**src/rtl/gray_codec_pkg.sv**
```systemverilog
// Shared types and bit-twiddling helpers for the Gray/binary codec pipe.
// Helpers take a MAX_W-wide word plus the live width.
package gray_codec_pkg;

  localparam int MAX_W = 64;

  typedef enum logic {
    GRAY2BIN = 1'b0,
    BIN2GRAY = 1'b1
  } codec_mode_e;

  function automatic logic [MAX_W-1:0] bin2gray(
    input logic [MAX_W-1:0] b,
    input int               w
  );
    logic [MAX_W-1:0] g;
    g = b ^ (b >> 1);
    for (int i = 0; i < MAX_W; i++)
      if (i >= w) g[i] = 1'b0;
    return g;
  endfunction

  function automatic logic [MAX_W-1:0] gray2bin(
    input logic [MAX_W-1:0] g,
    input int               w
  );
    logic [MAX_W-1:0] b;
    logic             c;
    b = '0;
    c = 1'b0;
    for (int i = MAX_W-1; i >= 0; i--)
      if (i < w) begin
        c    = c ^ g[i];
        b[i] = c;
      end
    return b;
  endfunction

  function automatic int popcount(
    input logic [MAX_W-1:0] x,
    input int               w
  );
    int n;
    n = 0;
    for (int i = 0; i < MAX_W; i++)
      if (i < w && x[i]) n++;
    return n;
  endfunction

endpackage

```
**src/rtl/gray_binary_codec_pipe_if.sv**
```systemverilog
// Valid/ready stream carrying a codec word and its direction.
// master drives the payload, slave returns ready.
interface gray_binary_codec_pipe_if
  import gray_codec_pkg::*;
#(
    parameter int N = 8
) ();

    logic        valid;
    logic        ready;
    codec_mode_e mode;
    logic [N-1:0] data;

    modport master (output valid, output mode, output data, input ready);
    modport slave  (input valid, input mode, input data, output ready);

endinterface

```
**src/rtl/gray_codec_stage.sv**
```systemverilog
// One pipeline slice: resolves its chunk of Gray bits (or encodes
// binary in slice 1) and holds valid/mode/data/err with backpressure.
module gray_codec_stage
  import gray_codec_pkg::*;
#(
    parameter int N      = 8,
    parameter int STAGES = 2,
    parameter int IDX    = 1
) (
    input  logic         clk,
    input  logic         rstn,
    input  logic         in_vld,
    input  codec_mode_e  in_mode,
    input  logic [N-1:0] in_data,
    input  logic         in_err,
    input  logic         nxt_ld,
    output logic         ld,
    output logic         vld,
    output codec_mode_e  mode,
    output logic [N-1:0] data,
    output logic         err
);

    localparam int CHUNK = (N + STAGES - 1) / STAGES;
    localparam int HI    = N - 1 - (IDX - 1) * CHUNK;
    localparam int LO    = (N - IDX * CHUNK > 0) ? N - IDX * CHUNK : 0;

    logic [N-1:0] conv;
    logic         c;

    // Bits above HI are already binary; bits below LO are still raw Gray.
    always_comb begin
        conv = in_data;
        c    = 1'b0;
        if (in_mode == BIN2GRAY) begin
            if (IDX == 1) conv = N'(bin2gray(MAX_W'(in_data), N));
        end else begin
            for (int i = N - 1; i >= 0; i--) begin
                if (i > HI) begin
                    c = in_data[i];
                end else if (i >= LO) begin
                    conv[i] = c ^ in_data[i];
                    c       = conv[i];
                end
            end
        end
    end

    assign ld = !vld || nxt_ld;

    always_ff @(posedge clk or negedge rstn) begin
        if (!rstn) begin
            vld  <= 1'b0;
            mode <= GRAY2BIN;
            data <= '0;
            err  <= 1'b0;
        end else if (ld) begin
            vld  <= in_vld;
            mode <= in_mode;
            data <= conv;
            err  <= in_err;
        end
    end

endmodule

```
**src/rtl/gray_binary_codec_pipe.sv**
```systemverilog
// Pipelined bidirectional Gray/binary converter with Gray step checking
// and a saturating count of step violations seen at the output.
module gray_binary_codec_pipe
  import gray_codec_pkg::*;
#(
    parameter int N      = 8,
    parameter int STAGES = 2,
    parameter int ERR_W  = 16
) (
    input  logic                     clk,
    input  logic                     rstn,
    gray_binary_codec_pipe_if.slave  in_if,
    gray_binary_codec_pipe_if.master out_if,
    output logic                     step_err,
    output logic [ERR_W-1:0]         err_cnt
);

    logic [N-1:0] hist;
    logic         hist_valid;
    logic         acc;
    logic         err_in;

    assign acc    = in_if.valid && in_if.ready;
    assign err_in = (in_if.mode == GRAY2BIN) && hist_valid &&
                    (popcount(MAX_W'(in_if.data ^ hist), N) > 1);

    for (genvar k = 1; k <= STAGES; k++) begin : g_stg
        logic         pv, pe, nld, ld, vld, err;
        codec_mode_e  pm, mode;
        logic [N-1:0] pd, data;

        if (k == 1) begin : g_head
            assign pv = in_if.valid;
            assign pm = in_if.mode;
            assign pd = in_if.data;
            assign pe = err_in;
        end else begin : g_body
            assign pv = g_stg[k-1].vld;
            assign pm = g_stg[k-1].mode;
            assign pd = g_stg[k-1].data;
            assign pe = g_stg[k-1].err;
        end

        if (k == STAGES) begin : g_tail
            assign nld = out_if.ready;
        end else begin : g_link
            assign nld = g_stg[k+1].ld;
        end

        gray_codec_stage #(
            .N      (N),
            .STAGES (STAGES),
            .IDX    (k)
        ) u_stage (
            .clk     (clk),
            .rstn    (rstn),
            .in_vld  (pv),
            .in_mode (pm),
            .in_data (pd),
            .in_err  (pe),
            .nxt_ld  (nld),
            .ld      (ld),
            .vld     (vld),
            .mode    (mode),
            .data    (data),
            .err     (err)
        );
    end

    assign in_if.ready  = g_stg[1].ld;
    assign out_if.valid = g_stg[STAGES].vld;
    assign out_if.mode  = g_stg[STAGES].mode;
    assign out_if.data  = g_stg[STAGES].data;
    assign step_err     = g_stg[STAGES].err;

    always_ff @(posedge clk or negedge rstn) begin
        if (!rstn) begin
            hist       <= '0;
            hist_valid <= 1'b0;
        end else if (acc && in_if.mode == GRAY2BIN) begin
            hist       <= in_if.data;
            hist_valid <= 1'b1;
        end
    end

    always_ff @(posedge clk or negedge rstn) begin
        if (!rstn) begin
            err_cnt <= '0;
        end else if (out_if.valid && out_if.ready && step_err &&
                     err_cnt != {ERR_W{1'b1}}) begin
            err_cnt <= err_cnt + 1'b1;
        end
    end

endmodule

```
**src/flat_wrapper.sv**
```systemverilog
// flat-port wrapper written by rule: the top's interface ports become plain ports
module gray_binary_codec_pipe_flat import gray_codec_pkg::*;
#(
    parameter int N      = 8,
    parameter int STAGES = 2,
    parameter int ERR_W  = 16
)
  (clk, rstn, step_err, err_cnt, in_if_valid, in_if_mode, in_if_data, in_if_ready, out_if_valid, out_if_mode, out_if_data, out_if_ready);
  gray_binary_codec_pipe_if #(.N(N)) in_if_i ();
  gray_binary_codec_pipe_if #(.N(N)) out_if_i ();
  input  logic clk;
  input  logic rstn;
  output logic step_err;
  output logic [ERR_W-1:0] err_cnt;
  input wire logic [$bits(in_if_i.valid)-1:0] in_if_valid;
  input wire logic [$bits(in_if_i.mode)-1:0] in_if_mode;
  input wire logic [$bits(in_if_i.data)-1:0] in_if_data;
  output wire logic [$bits(in_if_i.ready)-1:0] in_if_ready;
  output wire logic [$bits(out_if_i.valid)-1:0] out_if_valid;
  output wire logic [$bits(out_if_i.mode)-1:0] out_if_mode;
  output wire logic [$bits(out_if_i.data)-1:0] out_if_data;
  input wire logic [$bits(out_if_i.ready)-1:0] out_if_ready;
  assign in_if_i.valid = in_if_valid;
  assign in_if_i.mode = in_if_mode;
  assign in_if_i.data = in_if_data;
  assign in_if_ready = in_if_i.ready;
  assign out_if_valid = out_if_i.valid;
  assign out_if_mode = out_if_i.mode;
  assign out_if_data = out_if_i.data;
  assign out_if_i.ready = out_if_ready;
  gray_binary_codec_pipe #(.N(N), .STAGES(STAGES), .ERR_W(ERR_W)) u_core (.clk(clk), .rstn(rstn), .in_if(in_if_i), .out_if(out_if_i), .step_err(step_err), .err_cnt(err_cnt));
endmodule
```
**config.mk**
```make
export PLATFORM = sky130hd
export DESIGN_NAME = gray_binary_codec_pipe_flat
export DESIGN_NICKNAME = d
export VERILOG_FILES = /design/src/rtl/gray_codec_pkg.sv /design/src/rtl/gray_binary_codec_pipe_if.sv /design/src/rtl/gray_codec_stage.sv /design/src/rtl/gray_binary_codec_pipe.sv /design/src/flat_wrapper.sv
export SDC_FILE = /design/constraint.sdc
export NUM_CORES = 1
export LEC_CHECK = 0
export ABC_AREA = 1
export CORE_MARGIN = 1.5
export CORE_UTILIZATION = 35
export DETAILED_ROUTE_END_ITERATION = 8
export PLACE_DENSITY_LB_ADDON = 0.1
export SLEW_MARGIN = 20
export SYNTH_ARGS = -nofsm -noshare
export SYNTH_HDL_FRONTEND = slang
export SYNTH_SLANG_ARGS = --single-unit
```
**constraint.sdc**
```tcl
create_clock -name clk -period 3.8 [get_ports clk]
set_clock_uncertainty 0.1 [all_clocks]
set_input_delay 0.76 -clock clk [delete_from_list [all_inputs] [get_ports clk]]
set_output_delay 0.76 -clock clk [all_outputs]
set_load 0.1 [all_outputs]
```
# After elaboration in Yosys (flattened, before gate mapping)
# Index checks and enable logic that the tools add are counted.
dict set report word_totals {
  regBits 47
  in_bits 13
  word_cells 60
  out_inout_bits 28
}
dict set report classes {
  bitwise_logic 10
  reduce_logical 11
  add_sub_neg 8
  eq_ne 1
  n_lt_le_gt_ge 1
  n_mux 18
}
# op n
set op_table {}
lappend op_table {{$add 32x2->32 const B} 7}
lappend op_table {{$mux 32} 7}
lappend op_table {{$gt 32x2->1 const B} 1}
lappend op_table {{$add 16x1->16 const B} 1}
lappend op_table {{$ne 16x16->1 const B} 1}
lappend op_table {{$mux 4} 3}
lappend op_table {{$mux 1} 8}
lappend op_table {{$xor 8x7->8} 1}
lappend op_table {{$xor 8x8->8} 1}
lappend op_table {{$logic_and 1x1->1} 7}
lappend op_table {{$xor 1x1->1} 7}
lappend op_table {{$logic_not 1->1} 2}
lappend op_table {{$logic_or 1x1->1} 2}
lappend op_table {{$not 1->1} 1}

# Depth between registers and ports, before layout
# Gate-level depths: netlist of run 1.
dict set report logic_depth {
  depth_word 18
  depth_mapped 28
  depth_no_buf 28
}

# Hierarchy
# From an unflattened synthesis of run 1, not the netlist that was laid out.
dict set report unflattened {
  hier_cells 384
  area_unflattened_um2 2964.1
}
# mod cells_each area_each_um2 seq_area_each_um2 instances
set modules_own_cells {}
lappend modules_own_cells {gray_binary_codec_pipe 253 1860.5 625.6 1}
lappend modules_own_cells {{gray_codec_stage at u_core.g_stg[2].u_stage} 67 554.3 275.3 1}
lappend modules_own_cells {{gray_codec_stage at u_core.g_stg[1].u_stage} 64 549.3 275.3 1}

# Worst setup path after synthesis of run 1
# Ideal clock, no wire load.
dict set report synth_timing {
  path_type {input to register}
  startpoint {in in_if_data[0]}
  endpoint {reg u_core.g_stg[1].u_stage.err}
  setup_time_ps 116
  arrival_ps 3998
  cell_stages 27
  setup_slack_ps -415
  required_ps 3584
  path_buffers 0
  path_cell_list {inv_1 -> nand2_1 -> nand2_1 -> inv_1 -> ha_1 -> inv_1 -> nand3_2 -> nand2_2 -> inv_1 -> ha_1 -> or2_1 -> nand3_1 -> nand2_1 -> ha_1 -> nand2_1 -> nand2_2 -> ha_1 -> or2_2 -> nand2_1 -> inv_1 -> ha_1 -> nor2_1 -> nand2_1 -> nand2_1 -> nand3_1 -> nand2_1 -> nand2_1}
}
dict set report synth_via {
  elab_chain_len 18
}
# item line_no
set synth_rtl {}
lappend synth_rtl {{start: declaration} flat_wrapper.sv:17} ;# input wire logic [$bits(in_if_i.data)-1:0] in_if_data;
lappend synth_rtl {{$xor 8x8->8 (*)} gray_binary_codec_pipe.sv:25} ;# (popcount(MAX_W'(in_if.data ^ hist), N) > 1);
lappend synth_rtl {{$mux 1 (*)} gray_codec_pkg.sv:46} ;# if (i < w && x[i]) n++;
lappend synth_rtl {{$add 32x2->32} gray_codec_pkg.sv:46}
lappend synth_rtl {{$mux 32 (*)} gray_codec_pkg.sv:46}
lappend synth_rtl {{$add 32x2->32} gray_codec_pkg.sv:46}
lappend synth_rtl {{$mux 32 (*)} gray_codec_pkg.sv:46}
lappend synth_rtl {{$add 32x2->32} gray_codec_pkg.sv:46}
lappend synth_rtl {{$mux 32 (*)} gray_codec_pkg.sv:46}
lappend synth_rtl {{[2 not listed]} n/a}
lappend synth_rtl {{$add 32x2->32} gray_codec_pkg.sv:46}
lappend synth_rtl {{$mux 32 (*)} gray_codec_pkg.sv:46}
lappend synth_rtl {{$add 32x2->32} gray_codec_pkg.sv:46}
lappend synth_rtl {{$mux 32 (*)} gray_codec_pkg.sv:46}
lappend synth_rtl {{$add 32x2->32} gray_codec_pkg.sv:46}
lappend synth_rtl {{$mux 32 (*)} gray_codec_pkg.sv:46}
lappend synth_rtl {{$gt 32x2->1 (*)} gray_binary_codec_pipe.sv:25}
lappend synth_rtl {{$logic_and 1x1->1 (*)} gray_binary_codec_pipe.sv:24} ;# assign err_in = (in_if.mode == GRAY2BIN) && hist_valid &&
lappend synth_rtl {{end signal: assignment} gray_codec_stage.sv:61} ;# err <= in_err;
lappend synth_rtl {{end: declaration} gray_codec_stage.sv:21} ;# output logic err
# Mark *: on every way between the ends. The rest lies on a longest branch, timed or not.
# A chain may end at the register's enable or synchronous reset.

# Worst setup path after layout of run 1
dict set report layout_timing {
  startpoint {in in_if_data[1]}
  endpoint {reg u_core.g_stg[1].u_stage.err}
}
dict set report layout_via {
  elab_chain_len 16
}
# item line_no
set layout_rtl {}
lappend layout_rtl {{$xor 8x8->8 (*)} gray_binary_codec_pipe.sv:25}
lappend layout_rtl {{$mux 32 (*)} gray_codec_pkg.sv:46}
lappend layout_rtl {{$add 32x2->32} gray_codec_pkg.sv:46}
lappend layout_rtl {{$mux 32 (*)} gray_codec_pkg.sv:46}
lappend layout_rtl {{$add 32x2->32} gray_codec_pkg.sv:46}
lappend layout_rtl {{$mux 32 (*)} gray_codec_pkg.sv:46}
lappend layout_rtl {{$add 32x2->32} gray_codec_pkg.sv:46}
lappend layout_rtl {{$mux 32 (*)} gray_codec_pkg.sv:46}
lappend layout_rtl {{$add 32x2->32} gray_codec_pkg.sv:46}
lappend layout_rtl {{$mux 32 (*)} gray_codec_pkg.sv:46}
lappend layout_rtl {{$add 32x2->32} gray_codec_pkg.sv:46}
lappend layout_rtl {{$mux 32 (*)} gray_codec_pkg.sv:46}
lappend layout_rtl {{$add 32x2->32} gray_codec_pkg.sv:46}
lappend layout_rtl {{$mux 32 (*)} gray_codec_pkg.sv:46}
lappend layout_rtl {{$gt 32x2->1 (*)} gray_binary_codec_pipe.sv:25}
lappend layout_rtl {{$logic_and 1x1->1 (*)} gray_binary_codec_pipe.sv:24}
# Marked as above.

==> impl_metrics.csv, run 1 <==
group,metric,value,unit
clock_tree,cts.path.max_buffers,2,
grt,grt_pass1_wl,10160,um
placement,dpl.hpwl,4396,um
timing,fin_ws,169.5,ps
placement,pre_cts_ws,-774.1,ps
routing,via_count,2438,
routing,wire_per_inst,10.91,um
final_layout,final_nets,459,
synth,synth_commonest_cells,"92 x nand2_1, 50 x inv_1, 47 x dfrtp_1",
die,num_rows,31,
clock_tree,worstSkewPairLatency,290,ps
synth,synthArstFlopShare,1.000,
timing,slew-limit-headroom,0.3503,
grt,grt_start_max_net_pins,48,
clock_tree,cts_tree,"built",
run,maxCapViolCount,0,
pwr,power_density,610.9,nW/um^2
synth,syn_nets,373,
grt,grt_pass1_vias,2378,
pwr,swShare,0.4682,
setup_path,timing.rr.start,"u_core.hist[1]$_DFFE_PN0P_",
setup_path,worstReg2RegEnd,"u_core.g_stg[1].u_stage.err$_DFFE_PN0N_",
synth,yosys.area.top_type,"dfrtp_1",
setup_path,critPathMaxStageDelay,280,ps
routing,vias_per_cell,4.532,
setup_path,crit_cells,28,
synth,postSynthCellCount,352,
timing,rsz0062_at_grt,"yes",
timing,min_period,3630,ps
synth,avgSynthCellArea,7.720,um^2
routing,ant_nets,0,
placement,dp_cells,519,
setup_path,worst_ep_arrival_time,3720,ps
die,start_util,0.3688,
die,dieArea,8302,um^2
routing,drt_iter0_drc,105,
clock_tree,cts-htree-levels,2,
setup_path,cp_common_cell,"nand2_4",
clock_tree,cts_root_buf,"clkbuf_8",
final_layout,diodes,0,
synth,yosysSeqAreaShare,0.4328,
timing,hold_viol_final,0,
die,ios,41,
placement,gp_congestion,0.7913,
worst_hold_path,hold_class,"in2async",
timing,tightest_slew,971.5,ps
timing,setup_viol,0,
pwr,p_sw,0.001090,W
pwr,pwr-share-clk,0.126,
pwr,finalPower,0.002329,W
pwr,p_leak,1.924,nW
final_layout,regArea,1176,um^2
synth,yosys.cell_count.top_type,"nand2_1",
placement,port_buffers,40,
pwr,pwr-share-comb,0.593,
setup_path,crit_fanout,4,
grt,track_usage,0.1491,
final_layout,instances_no_fill,538,
timing,finalCritPeriodShare,0.9554,
timing,hold_slack,355.8,ps
setup_path,worstSetupPathType,"in2reg",
pwr,irDropWorstVdd,0.3623,mV
synth,ys_top_cells_by_area,"dfrtp_1 43%, nand2_1 13%, inv_1 6.9%",
setup_path,r2r_slack,260,ps
final_layout,fillCellCount,727,
clock_tree,cts_buffers,5,
timing,fmax,0.2754,GHz
final_layout,multi_input_area,1464,um^2
pwr,p_seq_frac,0.281,
synth,synth_flop_cell,"dfrtp_1",
grt,antenna_found_initial,0,
outcome,status,"finished clean",
final_layout,fin_util,0.5173,
setup_path,crit_family,"simple AND/OR/NAND/NOR gates",
synth,synth-edff-count,0,
routing,drc,0,
die,die_w,91.12,um
clock_tree,cts_sinks,47,
setup_path,r2r_cells,27,
synth,yosysWarnings,0,
clock_tree,path_clk_slew,80,ps
timing,drv_slew,0,
pwr,p_int,0.001239,W
routing,first_pass_iters,4,
synth,synth_top_area_share,0.4328,
setup_path,crit_buf_inv,6,
die,core_area,7370,um^2
routing,finalWirelength,5870,um
synth,ys_types,26,
setup_path,required,3890,ps
synth,netlist_area,2718,um^2
die,chipHeight,91.12,um
final_layout,area_growth,40.29,%
setup_path,worst_setup_path_end_kind,"flip-flop",
grt,grt-ovfl-total,0,
setup_path,start_kind,"primary input",
synth,synth-seq-cells,47,
setup_path,cp_slowest_cell,"ha_4",
final_layout,drive_above_1_share,0.2437,
## layout by cell type, fill, tap and decap left out, types with 4 or more instances in the layout
cell and count:
dfrtp_1 47, nand2_2 16, xor2_1 12, ha_4 4
inv_1 43, inv_2 9, o21ai_0 22, nor2_1 22
or2_2 4, clkdlybuf4s50_1 34, xnor2_1 10, a21oi_1 4
clkbuf_8 5, nand2_4 6, ha_1 4, nand3_1 33
buf_4 41, nand2_1 83
## routing by layer
layer,vias to the layer above,share of wire,global-route usage
met5,-,0,0
met4,0,0.0073,0.03516
met3,5,0.030,0.02596
met2,36,0.49,0.2550
met1,1110,0.47,0.1952
li1,1287,-,-
## power by group through the flow
stage                     registers, W  clock network [W]  logic (W)
after global routing          0.000666           0.000329    0.00151
after detailed placement      0.000663                  0    0.00121
after global placement        0.000663                  0    0.00120
after floorplan                0.00103                  0   0.000489
after CTS                     0.000655           0.000307    0.00130
final                         0.000654           0.000292    0.00138
## sequential cells by signal, summed over array words and instances, names as in the netlist
signal and cells:
u_core.g_stg.u_stage.mode 2, u_core.g_stg.u_stage.err 2, u_core.hist_valid 1, u_core.g_stg.u_stage.data 16, u_core.hist 8, u_core.g_stg.u_stage.vld 2, u_core.err_cnt 16
## cells by family (layout without fill, tap and decap cells)
kind of cell | Yosys count | count (layout) | share of synthesized area
AND/OR/NAND/NOR | 183 | 183 | 0.3080
buffers and inverters | 58 | 145 | 0.08057
flip-flops | 47 | 47 | 0.4328
AO/OA/AOI/OAI | 33 | 33 | 0.06676
XOR/XNOR | 22 | 22 | 0.07090
adder cells (fa/ha/maj) | 8 | 8 | 0.03683
multiplexers | 1 | 1 | 0.004143
## cell type report
cell class              count  share of cell area
clock buffers               5             0.01805
clock inverters             3            0.003938
inverters                  55             0.05940
multi-input cells         247              0.3840
flip-flops and latches     47              0.3085
well taps                  99             0.03249
repair buffers             82              0.1936
## stage by stage
step	cell area [um^2]	TNS, ps
final	3812	0
after global routing	3812	-17.56
after CTS	3741	-20.76
after detailed placement	3547	-774.1
after global placement	3547	-713.4
after floorplan	2785	-14.00
## how the worst max path moves through the flow
stage	startpoint	endpoint	slack, ps
after floorplan	in_if_data[1]	u_core.g_stg[1].u_stage.err$_DFFE_PN0N_	-10
after global placement	in_if_data[1]	u_core.g_stg[1].u_stage.err$_DFFE_PN0N_	-710
after detailed placement	in_if_data[1]	u_core.g_stg[1].u_stage.err$_DFFE_PN0N_	-770
after CTS	in_if_data[1]	u_core.g_stg[1].u_stage.err$_DFFE_PN0N_	-20
after global routing	in_if_data[0]	u_core.g_stg[1].u_stage.err$_DFFE_PN0N_	-20
final	in_if_data[1]	u_core.g_stg[1].u_stage.err$_DFFE_PN0N_	170
## timing repair
action / 4_1_cts / 5_1_grt
pin swaps: 15 / 12
setup endpoints to repair: 1 / 1
hold buffers: 0 / 0
gates cloned: 0 / 0
resized for setup: 20 / 15
setup buffers: 8 / 4
Power figures use the tool's default switching activity.
==> inputs of run 2 (changes only) <==
--- a/config.mk
+++ b/config.mk
@@ -9,6 +9,7 @@
 export CORE_MARGIN = 1.5
 export CORE_UTILIZATION = 35
 export DETAILED_ROUTE_END_ITERATION = 8
+export HOLD_SLACK_MARGIN = 0.06
 export PLACE_DENSITY_LB_ADDON = 0.1
 export SLEW_MARGIN = 20
 export SYNTH_ARGS = -nofsm -noshare
==> results of run 2 <==
The final DEF is identical to that of run 1; final timing and power are the same.
==> variant, RTL diff (flow settings as in run 1) <==
Reset style: synchronous (`rstn`), changed in 3 clocked blocks.
--- a/src/rtl/gray_codec_stage.sv
+++ b/src/rtl/gray_codec_stage.sv
@@ -50,3 +50,3 @@
 
-    always_ff @(posedge clk or negedge rstn) begin
+    always_ff @(posedge clk) begin
         if (!rstn) begin
--- a/src/rtl/gray_binary_codec_pipe.sv
+++ b/src/rtl/gray_binary_codec_pipe.sv
@@ -75,3 +75,3 @@
 
-    always_ff @(posedge clk or negedge rstn) begin
+    always_ff @(posedge clk) begin
         if (!rstn) begin
@@ -85,3 +85,3 @@
 
-    always_ff @(posedge clk or negedge rstn) begin
+    always_ff @(posedge clk) begin
         if (!rstn) begin
Behaviour: differs if rstn is asserted again (counterexample within 4 cycles, from zero or initial values and one cycle with rstn low); with rstn held inactive, the same outputs for 10 cycles.
==> variant against run 1 <==
Register-to-register slack worse by 0.16 ns. Wire length is 9.3% higher. Area after synthesis is 2.4% lower. Count of clock-buffer cells in the layout is 1 higher. Critical endpoint is now u_core.g_stg[1].u_stage.err. Setup slack worse by 0.25 ns. Sequential share of layout area is 6.0 points lower. Sequential cell count stayed put. The run now ends with negative setup slack left. Final area is 0.62% lower.
Power is not compared: it rests on default switching activity, and its combinational part moved more than twofold at a synthesized area within 25%.
==> variant: results (changes against run 1) <==
stage	metric	value	unit	change
placement	dp_cells	559		+7.7%
synth	synth.distinct_cells	34		+31%
sta	worst_slack	-0.08522	ns	-0.2548 ns
cells_and_area	num-fill-cells	752		+3.4%
cells_and_area	layout.nets	503		+9.6%
global_routing	track_usage	0.1615		+0.01232
synth	synthTopCellsByArea	dfxtp_1 35%, nand2_1 13%, inv_1 9.5%		
sta	setup_viol	1		+1
synth	synthArstFlopShare	0		-1.000
critical_path	crit_fanout	3		-1
critical_path	r2r_slack	0.10	ns	-0.16 ns
sta	hold_ws	0.3610	ns	+0.005252 ns
status	status	finished with violations		
critical_path	rr_startpoint	u_core.hist[0]		
status	violations	negative setup slack		
cells_and_area	drive_above_1_share	0.2324		-0.01137
placement	dpl.hpwl	4541	um	+3.3%
synth	netlist_instances	398		+13%
detailed_routing	wl	6414	um	+9.3%
synth	ys_seq_area_frac	0.3547		-0.07806
placement	place_ws	-0.9426	ns	-0.1685 ns
detailed_routing	drt_iter0_markers	93		-11%
synth	syn-num-nets	419		+12%
global_routing	grt_first_pass_wirelength	10960	um	+7.9%
min_path	hold_path_class	register to register		
critical_path	timing.rr.end	u_core.g_stg[1].u_stage.err		
global_routing	grt_pass1_vias	2442		+2.7%
critical_path	critPathMaxStageDelay	0.26	ns	-0.02 ns
variant: cell types whose count changed in the layout (fill, tap and decap cells not counted), sizes merged, moves of 5 or more:
cell,run 1,this run
dfxtp,0,47
inv,54,69
xnor2,10,4
a21oi,4,30
dfrtp,47,0
nand2,105,95
nor2,23,37
o21ai,23,28
variant: worst max path at each step:
stage | from | end | slack, ns | depth (start not counted)
finish | in_if_data[1] | u_core.g_stg[1].u_stage.err | -0.09 | 29
floorplan | in_if_data[1] | u_core.g_stg[1].u_stage.err | -0.28 | 28
CTS | in_if_data[1] | u_core.g_stg[1].u_stage.err | -0.09 | 30
global placement | in_if_data[1] | u_core.g_stg[1].u_stage.err | -0.85 | 29
global route | in_if_data[1] | u_core.g_stg[1].u_stage.err | -0.24 | 29
detailed placement | in_if_data[0] | u_core.g_stg[1].u_stage.err | -0.94 | 29
variant: cell type report:
class	count	area (um^2)	area share
clock buffer	6	72.57	0.01915
clock inverter	1	30.03	0.007926
inverter	69	266.5	0.07034
multi-input combinational	274	1603	0.4231
sequential	47	940.9	0.2483
tap	99	123.9	0.03269
timing repair buffer	85	752.0	0.1985
variant: routing by layer:
metal,track usage,share of wire,up-vias
met4,0.04762,0.011,0
met5,0,0,-
li1,-,-,1429
met2,0.2715,0.46,33
met1,0.2112,0.51,1168
met3,0.02707,0.024,4
variant: cell families (layout without fill, tap and decap cells):
| family | after synthesis | after routing | synth area share |
|---|---|---|---|
| AO/OA/AOI/OAI | 72 | 72 | 0.1524 |
| XOR/XNOR | 12 | 12 | 0.03962 |
| adder cells (fa/ha/maj) | 8 | 8 | 0.03774 |
| buffers and inverters | 77 | 161 | 0.1094 |
| flip-flops | 47 | 47 | 0.3547 |
| AND/OR/NAND/NOR | 182 | 182 | 0.3061 |
